<file path="config.mk">
export PLATFORM = sky130hd
export DESIGN_NAME = spi_pkt_controller
export DESIGN_NICKNAME = d
export VERILOG_FILES = /design/src/rtl/spi_pkt_controller.sv
export SDC_FILE = /design/constraint.sdc
export NUM_CORES = 1
export LEC_CHECK = 0
export BUFFER_PORTS_ARGS = -buffer_cell sky130_fd_sc_hd__buf_2
export CORE_MARGIN = 4
export CORE_UTILIZATION = 63
export DETAILED_ROUTE_END_ITERATION = 12
export PLACE_DENSITY_LB_ADDON = 0.3
export SYNTH_ARGS = -nofsm -noshare
export SYNTH_HDL_FRONTEND = slang
export SYNTH_SLANG_ARGS = --single-unit
</file>
<file path="constraint.sdc">
create_clock -name clk -period 6.33 [get_ports clk]
set_input_delay 0.633 -clock clk [delete_from_list [all_inputs] [get_ports clk]]
set_output_delay 0.633 -clock clk [all_outputs]
set_load 0.03 [all_outputs]
</file>
<file path="src/rtl/spi_pkt_controller.sv">
`default_nettype none
// ============================================================================
// Module   : spi_pkt_controller
// Function : Decodes SPI byte packets into synth divider writes, IQ FIFO
//            bursts and status readback (FIFO space, drop/error counters).
// Revision : 1.0 - initial release
// ============================================================================
module spi_pkt_controller #(
   parameter int         FIFO_AW   = 12,
   parameter int         N_SYNTH   = 2,
   parameter logic [7:0] SYNC_BYTE = 8'hA5,
   localparam int        C_SEL_W   = $clog2((N_SYNTH < 2) ? 2 : N_SYNTH)
) (
   input  logic               clk,
   input  logic               rst,
   input  logic [7:0]         spi_c_data_in,
   input  logic               spi_c_data_stb,
   input  logic               spi_tsx_start,
   output logic [7:0]         spi_c_data_out,
   input  logic [FIFO_AW-1:0] fifo_space_free,
   input  logic               fifo_full,
   output logic [7:0]         fifo_data_in,
   output logic               fifo_wr,
   output logic [7:0]         freq_data,
   output logic [C_SEL_W-1:0] freq_sel,
   output logic               freq_wr_divr,
   output logic               freq_wr_divf,
   output logic               pkt_err
);

   localparam int         C_SPACE_BYTES = (FIFO_AW + 7) / 8;
   localparam int         C_SPACE_W     = 8 * C_SPACE_BYTES;
   localparam logic [7:0] C_LAST_SPACE  = 8'(C_SPACE_BYTES - 1);

   typedef enum logic [3:0] {
      S_IDLE  = 4'd0,
      S_TYPE  = 4'd1,
      S_LEN   = 4'd2,
      S_SPACE = 4'd3,
      S_CHAN  = 4'd4,
      S_DIVR  = 4'd5,
      S_DIVF  = 4'd6,
      S_DATA  = 4'd7,
      S_STAT  = 4'd8
   } state_t;

   state_t               r_state, w_state;
   logic [7:0]           r_type, w_type;
   logic [7:0]           r_rem, w_rem;
   logic [C_SEL_W-1:0]   r_chan, w_chan;
   logic                 r_bad, w_bad;
   logic [C_SPACE_W-1:0] r_space, w_space;
   logic [7:0]           r_idx, w_idx;
   logic [7:0]           r_drop_cnt, w_drop_cnt;
   logic [7:0]           r_err_cnt, w_err_cnt;
   logic [7:0]           r_data_out, w_data_out;
   logic [7:0]           r_fifo_data, w_fifo_data;
   logic                 r_fifo_wr, w_fifo_wr;
   logic [7:0]           r_freq_data, w_freq_data;
   logic [C_SEL_W-1:0]   r_freq_sel, w_freq_sel;
   logic                 r_divr, w_divr;
   logic                 r_divf, w_divf;
   logic                 r_pkt_err, w_pkt_err;
   logic [C_SPACE_W-1:0] w_space_ext;

   assign w_space_ext = C_SPACE_W'(fifo_space_free);

   function automatic logic [7:0] sat_inc(input logic [7:0] v);
      return (v == 8'hFF) ? v : v + 8'd1;
   endfunction

   always_comb begin
      w_state     = r_state;
      w_type      = r_type;
      w_rem       = r_rem;
      w_chan      = r_chan;
      w_bad       = r_bad;
      w_space     = r_space;
      w_idx       = r_idx;
      w_drop_cnt  = r_drop_cnt;
      w_err_cnt   = r_err_cnt;
      w_data_out  = r_data_out;
      w_fifo_data = r_fifo_data;
      w_freq_data = r_freq_data;
      w_freq_sel  = r_freq_sel;
      w_fifo_wr   = 1'b0;
      w_divr      = 1'b0;
      w_divf      = 1'b0;
      w_pkt_err   = 1'b0;

      // A new transaction always wins, even over a coincident strobe.
      if (spi_tsx_start) begin
         w_state    = S_TYPE;
         w_data_out = SYNC_BYTE;
         if (r_state != S_IDLE) begin
            w_pkt_err = 1'b1;
            w_err_cnt = sat_inc(r_err_cnt);
         end
      end else if (spi_c_data_stb) begin
         case (r_state)
            S_TYPE: begin
               w_type  = spi_c_data_in;
               w_state = S_LEN;
            end
            S_LEN: begin
               w_idx = 8'd0;
               case (r_type)
                  8'd0: begin
                     w_state    = S_SPACE;
                     w_space    = w_space_ext << 8;
                     w_data_out = w_space_ext[C_SPACE_W-1 -: 8];
                  end
                  8'd1: w_state = S_CHAN;
                  8'd2: begin
                     w_rem   = spi_c_data_in;
                     w_state = (spi_c_data_in == 8'd0) ? S_IDLE : S_DATA;
                  end
                  8'd3: begin
                     w_state    = S_STAT;
                     w_data_out = r_drop_cnt;
                  end
                  default: begin
                     w_state   = S_IDLE;
                     w_pkt_err = 1'b1;
                     w_err_cnt = sat_inc(r_err_cnt);
                  end
               endcase
            end
            S_SPACE: begin
               w_idx = r_idx + 8'd1;
               if (r_idx == C_LAST_SPACE) begin
                  w_state = S_IDLE;
               end else begin
                  w_data_out = r_space[C_SPACE_W-1 -: 8];
                  w_space    = r_space << 8;
               end
            end
            S_CHAN: begin
               w_chan  = spi_c_data_in[C_SEL_W-1:0];
               w_bad   = (spi_c_data_in >= 8'(N_SYNTH));
               w_state = S_DIVR;
               if (spi_c_data_in >= 8'(N_SYNTH)) begin
                  w_pkt_err = 1'b1;
                  w_err_cnt = sat_inc(r_err_cnt);
               end
            end
            S_DIVR: begin
               w_freq_data = spi_c_data_in;
               w_freq_sel  = r_chan;
               w_divr      = !r_bad;
               w_state     = S_DIVF;
            end
            S_DIVF: begin
               w_freq_data = spi_c_data_in;
               w_freq_sel  = r_chan;
               w_divf      = !r_bad;
               w_state     = S_IDLE;
            end
            S_DATA: begin
               w_rem      = r_rem - 8'd1;
               w_data_out = w_space_ext[7:0];
               if (!fifo_full) begin
                  w_fifo_data = spi_c_data_in;
                  w_fifo_wr   = 1'b1;
               end else begin
                  w_drop_cnt = sat_inc(r_drop_cnt);
               end
               if (r_rem == 8'd1) begin
                  w_state = S_IDLE;
               end
            end
            S_STAT: begin
               if (r_idx == 8'd0) begin
                  w_data_out = r_err_cnt;
                  w_idx      = 8'd1;
               end else begin
                  w_drop_cnt = 8'd0;
                  w_err_cnt  = 8'd0;
                  w_state    = S_IDLE;
               end
            end
            default: begin
               w_state = r_state;
            end
         endcase
      end
   end

   always_ff @(posedge clk) begin
      if (rst) begin
         r_state     <= S_IDLE;
         r_type      <= 8'd0;
         r_rem       <= 8'd0;
         r_chan      <= '0;
         r_bad       <= 1'b0;
         r_space     <= '0;
         r_idx       <= 8'd0;
         r_drop_cnt  <= 8'd0;
         r_err_cnt   <= 8'd0;
         r_data_out  <= 8'd0;
         r_fifo_data <= 8'd0;
         r_fifo_wr   <= 1'b0;
         r_freq_data <= 8'd0;
         r_freq_sel  <= '0;
         r_divr      <= 1'b0;
         r_divf      <= 1'b0;
         r_pkt_err   <= 1'b0;
      end else begin
         r_state     <= w_state;
         r_type      <= w_type;
         r_rem       <= w_rem;
         r_chan      <= w_chan;
         r_bad       <= w_bad;
         r_space     <= w_space;
         r_idx       <= w_idx;
         r_drop_cnt  <= w_drop_cnt;
         r_err_cnt   <= w_err_cnt;
         r_data_out  <= w_data_out;
         r_fifo_data <= w_fifo_data;
         r_fifo_wr   <= w_fifo_wr;
         r_freq_data <= w_freq_data;
         r_freq_sel  <= w_freq_sel;
         r_divr      <= w_divr;
         r_divf      <= w_divf;
         r_pkt_err   <= w_pkt_err;
      end
   end

   assign spi_c_data_out = r_data_out;
   assign fifo_data_in   = r_fifo_data;
   assign fifo_wr        = r_fifo_wr;
   assign freq_data      = r_freq_data;
   assign freq_sel       = r_freq_sel;
   assign freq_wr_divr   = r_divr;
   assign freq_wr_divf   = r_divf;
   assign pkt_err        = r_pkt_err;

endmodule
`default_nettype wire

</file>
# Yosys cells after proc, flatten, opt, wreduce, memory -nomap -nowiden

Index checks and enable logic that the tools add are counted.

Multipliers: 0
$add $sub $neg: 4
Reductions and logical operators: 34
Shift-type cells: 0
Equality and inequality tests: 34
Bitwise logic cells: 6
Muxes and demuxes: 39
Order comparisons: 1
Div/mod/pow operators: 0

Operators by type and width:

| cell                                                                   | count |
|---|---|
| 8-bit two-way mux                                                      | 15 |
| 8-bit one-hot mux with 2 select lines                                  | 3 |
| 8-bit one-hot mux with 3 select lines                                  | 2 |
| 16-bit two-way mux                                                     | 2 |
| 16-bit one-hot mux with 2 select lines                                 | 1 |
| 4-bit one-hot mux with 8 select lines                                  | 1 |
| 8-bit one-hot mux with 4 select lines                                  | 1 |
| 5-bit AND reduction                                                    | 5 |
| 8-bit by 1-bit adder with 8-bit output (second input constant)         | 3 |
| 8-bit by 1-bit equality test with 1-bit output (second input constant) | 3 |
| 8-bit logical NOT                                                      | 3 |
| 3-bit inequality test (second input constant)                          | 8 |
| 2-bit inequality test (second input constant)                          | 9 |
| 4-bit by 3-bit equality test with 1-bit output (second input constant) | 4 |
| 8-bit by 2-bit equality test with 1-bit output (second input constant) | 2 |
| 8-bit equality test (second input constant)                            | 2 |
| 4-bit one-hot mux with 4 select lines                                  | 1 |
| 4-bit OR reduction                                                     | 4 |
| 4-bit two-way mux                                                      | 3 |
| 4-bit AND reduction                                                    | 3 |
| 6-bit AND reduction                                                    | 2 |
| 4-bit nonzero test                                                     | 3 |
| 3-bit AND reduction                                                    | 3 |
| 9-bit nonzero test                                                     | 1 |
| other kinds (17)                                                       | 34 |

ROM bits: 0
Input port bits: 25
RAM bits: 0
Bits in registers: 91
Word-level logic and storage cells: 137
Memories: 0
Output and inout port bits: 29
Bits in latches: 0

# Depth between registers and ports, before layout

Gate-level depths: netlist (run 1).

Depth after elaboration: 6
Depth in mapped cells: 8
Depth with buffers taken out: 7

# Least setup slack after synthesis (run 1)

Ideal clock, no wire load.

Path kind: input to register
From: input port spi_c_data_stb
To: register r_err_cnt[2]
Stages: 8
Path slack: 3.966 ns
Required time: 6.213 ns
Data arrival time: 2.247 ns
Setup time: 0.117 ns
Buffers on the path: 3
Cell sequence: clkbuf_1 > nor2b_1 > clkbuf_1 > o2111ai_1 > o41ai_1 > buf_2 > o21ai_0 > a32o_1

Word-level cells in the longest chain between the ends: 2

Ends and longest elaborated chain:

| element                              | line | text |
|---|---|---|
| start, declared                      | 17   | `input logic spi_c_data_stb,` |
| 2-bit nonzero test (no source line)  | --   |  |
| 6-bit AND reduction (no source line) | --   |  |
| end signal, assigned                 | 217  | `r_err_cnt <= w_err_cnt;` |
| end, declared                        | 55   | `logic [7:0] r_err_cnt, w_err_cnt;` |

No other way between the ends.
A chain may end at the register's enable or synchronous reset.

# Final worst setup path (run 1)

From: register r_state[2]
To: register r_drop_cnt[2]

Word-level cells in the longest chain between the ends: 3
Elaborated cells on any way between the ends: 8
Classes of those cells: eq/ne (5); mux (1); reduce/logical (2)

Ends and longest elaborated chain:

| element                                                                               | line | text |
|---|---|---|
| start, declared                                                                       | 47   | `state_t r_state, w_state;` |
| start signal, assigned                                                                | 209  | `r_state <= w_state;` |
| 4-bit by 3-bit equality test with 1-bit output or 4-bit equality test (tied branches) | 100  | `case (r_state)` |
| 2-bit inequality test (no source line) or 2-bit nonzero test (tied branches)          | --   |  |
| 6-bit AND reduction (no source line)                                                  | --   |  |
| end signal, assigned                                                                  | 216  | `r_drop_cnt <= w_drop_cnt;` |
| end, declared                                                                         | 54   | `logic [7:0] r_drop_cnt, w_drop_cnt;` |

Parallel ways exist; a longest one is shown, timed or not.

==> results.sh, run 1 <==
export IMPL_fin_skew_ns=0.009990
export IMPL_ys_seq_area_share_pct=37.45
export IMPL_start_util_pct=64.95
export IMPL_slew_violations=0
export IMPL_power_density_nw_per_um2=206.8
export IMPL_dr_total_vias=4162
export IMPL_dieArea_um2=8449
export IMPL_p_leak_nw=1.798
export IMPL_synth_ff_type="dfxtp_1"
export IMPL_grt_total_usage_pct=26.21
export IMPL_numPortBuffers=53
export IMPL_clockRootBuffer="clkbuf_8"
export IMPL_gp_congestion=0.9527
export IMPL_drcViolationCount=0
export IMPL_overflow=0
export IMPL_syn_avg_cell_area_um2=8.549
export IMPL_clkLatencyLatePin_ns=0.35
export IMPL_synth_edf_count=0
export IMPL_fin_crit_sh_pct=50.10
export IMPL_ys_async_sr_fraction_pct=0
export IMPL_num_rows=30
export IMPL_grt_pass1_vias=3755
export IMPL_cts_buffer_depth=2
export IMPL_setup_tns_ns=0
export IMPL_fmax_ghz=0.3153
export IMPL_ys_ff_latch=83
export IMPL_ant_nets=0
export IMPL_die_x_um=91.92
export IMPL_via_per_inst=6.403
export IMPL_postCtsSetupRepairBufs=0
export IMPL_r2r_setup_slack_ns=3.16
export IMPL_postSynthCellCount=519
export IMPL_postCtsHoldBufs=0
export IMPL_start_kind="register"
export IMPL_relSlewSlack_pct=27.25
export IMPL_drive_above_1_share_pct=15.70
export IMPL_rsz0062_at_grt="false"
export IMPL_hold_viol_final=0
export IMPL_fin_nets=581
export IMPL_drtPass1Iterations=8
export IMPL_antenna_cells=0
export IMPL_cp_required_ns=6.56
export IMPL_cts_resized=0
export IMPL_fin_crit_ns=3.171
export IMPL_wirelength_mm=11.12
export IMPL_place_area_um2=4654
export IMPL_core_area_um2=6832
export IMPL_drtIter0Drc=480
export IMPL_yosysWarningCount=0
export IMPL_io_pins=54
export IMPL_crit_fanout=27
export IMPL_peakVddDrop_mv=0.2117
export IMPL_mostFrequentLayoutCells="dfxtp_1, nor2_1, buf_2, mux2i_1, o21ai_0"
export IMPL_antenna_found_initial=0
export IMPL_ys_types=67
export IMPL_worstMarginPinSlew_ns=1.090
export IMPL_outcome="finished clean"
export IMPL_end_kind="register"
export IMPL_fin_area_um2=4857
export IMPL_route_detailed_wl_per_inst_um=17.11
export IMPL_critical_path_class="reg2reg"
export IMPL_cts_num_sinks=83
export IMPL_final_common_cell="dfxtp_1"
export IMPL_drv_cap=0
export IMPL_die_y_um=91.92
export IMPL_finalSetupViolations=0
export IMPL_cts_tree="done"
export IMPL_hp_class="reg2reg"
export IMPL_cts_max_level=3
export IMPL_path_clk_slew_ns=0.09
export IMPL_synthesis_area_um2=4437
export IMPL_dp_final_hpwl_mm=7.862
export IMPL_grt_max_degree=69
export IMPL_syn_to_final_growth_pct=9.476
export IMPL_cts_buffers=9
export IMPL_syn_num_nets=551
export IMPL_arrival_ns=3.41
export IMPL_grt_pass1_wl_mm=18.15
==> cells by family (layout without fill, tap and decap cells) <==
| kind of cell | Yosys count | count (layout) | share of synthesized area (%) |
|---|---|---|---|
| compound gates | 127 | 127 | 19.97 |
| fa+ha+maj | 7 | 7 | 1.974 |
| flops | 83 | 83 | 37.45 |
| buf+inv | 51 | 86 | 5.386 |
| xor+xnor | 9 | 9 | 1.777 |
| mux | 37 | 37 | 8.460 |
| simple gates | 205 | 205 | 24.99 |
==> worst max-delay path: stages (launching register included) <==
cell      delay, ns
dfxtp_1        1.05
nand4b_2       0.65
a21oi_4        0.34
o211ai_2       0.21
or3_1          0.46
o41ai_1        0.33
==> per-stage QoR <==
| stage | utilization (%) | instances | hold WS [ns] | worst slack [ns] | power (mW) |
|---|---|---|---|---|---|
| 6_report | 71.10 | 650 | 0.4819 | 3.159 | 1.004 |
| 5_1_grt | 71.10 | 650 | 0.5241 | 2.917 | 1.039 |
| 4_1_cts | 71.10 | 650 | 0.4816 | 3.258 | 1.005 |
| 3_5_place_dp | 68.13 | 634 | 0.4701 | 3.285 | 0.6246 |
| 3_3_place_gp | 68.13 | 634 | 0.4516 | 3.420 | 0.6228 |
| 2_1_floorplan | - | 519 | 0.4357 | 3.966 | 0.5997 |
==> path summary, 6_finish.rpt <==
check        depth (start not counted)        from            end
max                                  5  r_state[2]  r_drop_cnt[2]
min                                  2      r_chan         r_chan
max reg2reg                          5  r_state[2]  r_drop_cnt[2]
min reg2reg                          2      r_chan         r_chan
==> synthesized netlist by cell type (all sizes together) (7+ instances only) <==
cell type	number	area share [%]
a21oi	28	3.4
mux2i	33	7.4
xnor2	7	1.4
inv	15	1.3
nor2	74	6.3
o21ai	33	3.7
nand2	28	2.4
buf	14	2.3
ha	7	2.0
nor4	8	1.6
a22oi	8	1.4
nand4	7	0.99
nor3	23	2.7
a211oi	10	1.7
nand3	12	1.4
dfxtp	83	37
clkbuf	22	1.9
==> state kept, by name, indices dropped and copies added, names as in the netlist <==
signal and cells:
freq_data 8, freq_wr_divf 1, r_type 8, r_err_cnt 8, fifo_wr 1, pkt_err 1
r_space 8, r_rem 8, spi_c_data_out 8, freq_wr_divr 1, r_state 4, r_drop_cnt 8
r_chan 1, freq_sel 1, fifo_data_in 8, r_bad 1, r_idx 8
==> layout make-up <==
cell class	count	area, um^2
inverter	15	56.30
multi-input combinational	385	2536
clock inverter	6	65.06
sequential	83	1662
timing repair buffer	55	280.3
tap	96	120.1
fill	545	1974
clock buffer	10	137.6
==> routing by layer <==
layer | track usage [%] | wire length (um)
met5 | 0 | 0
met4 | 8.787 | 199
met3 | 6.317 | 954
met2 | 41.48 | 5188
met1 | 35.09 | 4778
==> power by group <==
part	total [mW]	switching, mW	internal [mW]	leakage, nW
logic	0.0764	0.0497	0.0267	1.03
clock network	0.390	0.197	0.193	0.102
registers	0.538	0.00990	0.528	0.671
total	1.00	0.256	0.748	1.80
Note: power is estimated with default switching activity, not from simulation.
==> run 2: changes to the inputs <==
--- a/config.mk
+++ b/config.mk
@@ -7,7 +7,7 @@
 export LEC_CHECK = 0
 export BUFFER_PORTS_ARGS = -buffer_cell sky130_fd_sc_hd__buf_2
 export CORE_MARGIN = 4
-export CORE_UTILIZATION = 63
+export CORE_UTILIZATION = 53
 export DETAILED_ROUTE_END_ITERATION = 12
 export PLACE_DENSITY_LB_ADDON = 0.3
 export SYNTH_ARGS = -nofsm -noshare
==> constraint.sdc (replaced) <==
create_clock -name clk -period 2.9 [get_ports clk]
set_input_delay 0.29 -clock clk [delete_from_list [all_inputs] [get_ports clk]]
set_output_delay 0.29 -clock clk [all_outputs]
set_load 0.03 [all_outputs]
==> results.sh, run 2 (synthesized netlist as in run 1, its figures left out) <==
export IMPL_drtPass1Iterations=5
export IMPL_grt_max_degree=43
export IMPL_start_util_pct=54.27
export IMPL_swShare_pct=28.49
export IMPL_overflow=0
export IMPL_place_area_um2=4756
export IMPL_hold_viol_final=0
export IMPL_cts_num_sinks=83
export IMPL_outcome="finished clean"
export IMPL_regArea_um2=1662
export IMPL_end_kind="register"
export IMPL_cts_tree="done"
export IMPL_syn_to_final_growth_pct=11.76
export IMPL_critPathBufInv=0
export IMPL_clkLatencyLatePin_ns=0.37
export IMPL_drtIter0Drc=373
export IMPL_hold_ws_ns=0.1852
export IMPL_p_int_mw=1.559
export IMPL_relSlewSlack_pct=40.97
export IMPL_n_fill_cell=751
export IMPL_core_area_um2=8175
export IMPL_multi_input_area_um2=2536
export IMPL_fin_nets=593
export IMPL_cts_max_level=3
export IMPL_gp_congestion=0.8850
export IMPL_p_leak_nw=1.860
export IMPL_p_sw_mw=0.6212
export IMPL_num_rows=33
export IMPL_fmax_ghz=0.3810
export IMPL_antenna_found_initial=0
export IMPL_dr_total_vias=4112
export IMPL_p_clk_share_pct=37.9
export IMPL_arrival_ns=2.88
export IMPL_cp_cell_sequence="or4b_4, a21oi_4, o211ai_2, or3_1, o41ai_1"
export IMPL_path_delay_family="simple AND/OR/NAND/NOR gates"
export IMPL_ant_nets=0
export IMPL_dp_final_hpwl_mm=8.379
export IMPL_rsz0062_at_grt="false"
export IMPL_numPortBuffers=53
export IMPL_cts_buffers=9
export IMPL_crit_path_max_incr_delay_ns=0.75
export IMPL_power_mw=2.181
export IMPL_comb_power_share_pct=8.2
export IMPL_slew_violations=0
export IMPL_peakVddDrop_mv=0.2967
export IMPL_setup_tns_ns=0
export IMPL_grt_pass1_vias=3908
export IMPL_finalSetupViolations=0
export IMPL_dieArea_um2=9899
export IMPL_mostFrequentLayoutCells="dfxtp_1, nor2_1, buf_2, mux2i_1, o21ai_0"
export IMPL_critical_path_class="reg2reg"
export IMPL_postCtsHoldBufs=0
export IMPL_postCtsSetupRepairBufs=0
export IMPL_cts_buffer_depth=2
export IMPL_power_density_nw_per_um2=439.8
export IMPL_dpl_worst_slack_ns=0.3519
export IMPL_worst_slack_ns=0.2754
export IMPL_route_detailed_wl_per_inst_um=17.32
export IMPL_start_kind="register"
export IMPL_p_seq_share_pct=53.9
export IMPL_grt_pass1_wl_mm=19.47
export IMPL_wirelength_mm=11.63
export IMPL_worstMarginPinSlew_ns=0.8788
export IMPL_drive_above_1_share_pct=17.49
export IMPL_cts_resized=0
export IMPL_fin_area_um2=4959
export IMPL_antenna_cells=0
export IMPL_final_common_cell="dfxtp_1"
export IMPL_io_pins=54
export IMPL_drv_cap=0
export IMPL_via_per_inst=6.128
export IMPL_path_clk_slew_ns=0.09
export IMPL_fin_crit_sh_pct=90.50
export IMPL_fin_skew_ns=0.01220
export IMPL_die_x_um=99.50
export IMPL_hp_class="in2reg"
export IMPL_crit_fanout=20
export IMPL_die_y_um=99.50
export IMPL_fin_crit_ns=2.625
export IMPL_grt_total_usage_pct=24.30
export IMPL_drcViolationCount=0
export IMPL_cpMaxStageDelayCell="dfxtp_1"
export IMPL_clockRootBuffer="clkbuf_8"
export IMPL_cp_required_ns=3.16
run 2: cell count changes in the layout (fill, tap and decap cells not counted):
| cell | change |
|---|---|
| clkbuf_8 | -1 |
| bufinv_16 | -1 |
| inv_6 | +3 |
| clkinv_4 | -1 |
| clkinv_2 | -2 |
| clkinvlp_4 | -1 |
| clkinv_8 | +2 |
| buf_4 | +12 |
| inv_8 | +1 |
run 2: power by group through the flow:
stage	clock (mW)	sequential [mW]	combinational, mW
finish	0.827	1.17	0.179
CTS	0.847	1.17	0.177
floorplan	0	1.20	0.111
global route	0.897	1.18	0.194
global placement	0	1.20	0.172
detailed placement	0	1.20	0.176
run 2: through the flow:
step	utilization [%]	cells
floorplan	-	519
global placement	58.17	655
detailed placement	58.17	655
CTS	60.65	671
global route	60.65	671
finish	60.65	671
run 2: final timing paths:
kind                      startpoint  slack [ns]            end  depth (start not counted)
setup / recovery          r_state[3]        0.28  r_drop_cnt[2]                          5
hold / removal    fifo_space_free[3]        0.19    r_space[11]                          3
setup reg to reg          r_state[3]        0.28  r_drop_cnt[2]                          5
hold reg to reg               r_chan        0.47         r_chan                          2
run 2: worst reg2reg max path, delay by kind of cell, from the launching register on:
family | cells | cell delay (ns)
AOI/OAI and AO/OA | 3 | 0.67
and+or+nand+nor | 2 | 1.10
DFF | 1 | 0.75
run 2: cell type report:
cell class | instances | area share (%)
well taps | 105 | 2.650
clock buffers | 9 | 2.498
multi-input cells | 385 | 51.15
clock inverters | 7 | 1.590
repair buffers | 67 | 7.469
inverters | 15 | 1.136
flip-flops and latches | 83 | 33.51
run 2: metal layers:
metal / up-vias / global-route usage, % / wire length (um)
li1: 2010 / - / -
met1: 1929 / 34.61 / 5353
met2: 151 / 35.80 / 5156
met3: 22 / 4.839 / 885
met4: 0 / 10.19 / 229
met5: - / 0 / 0
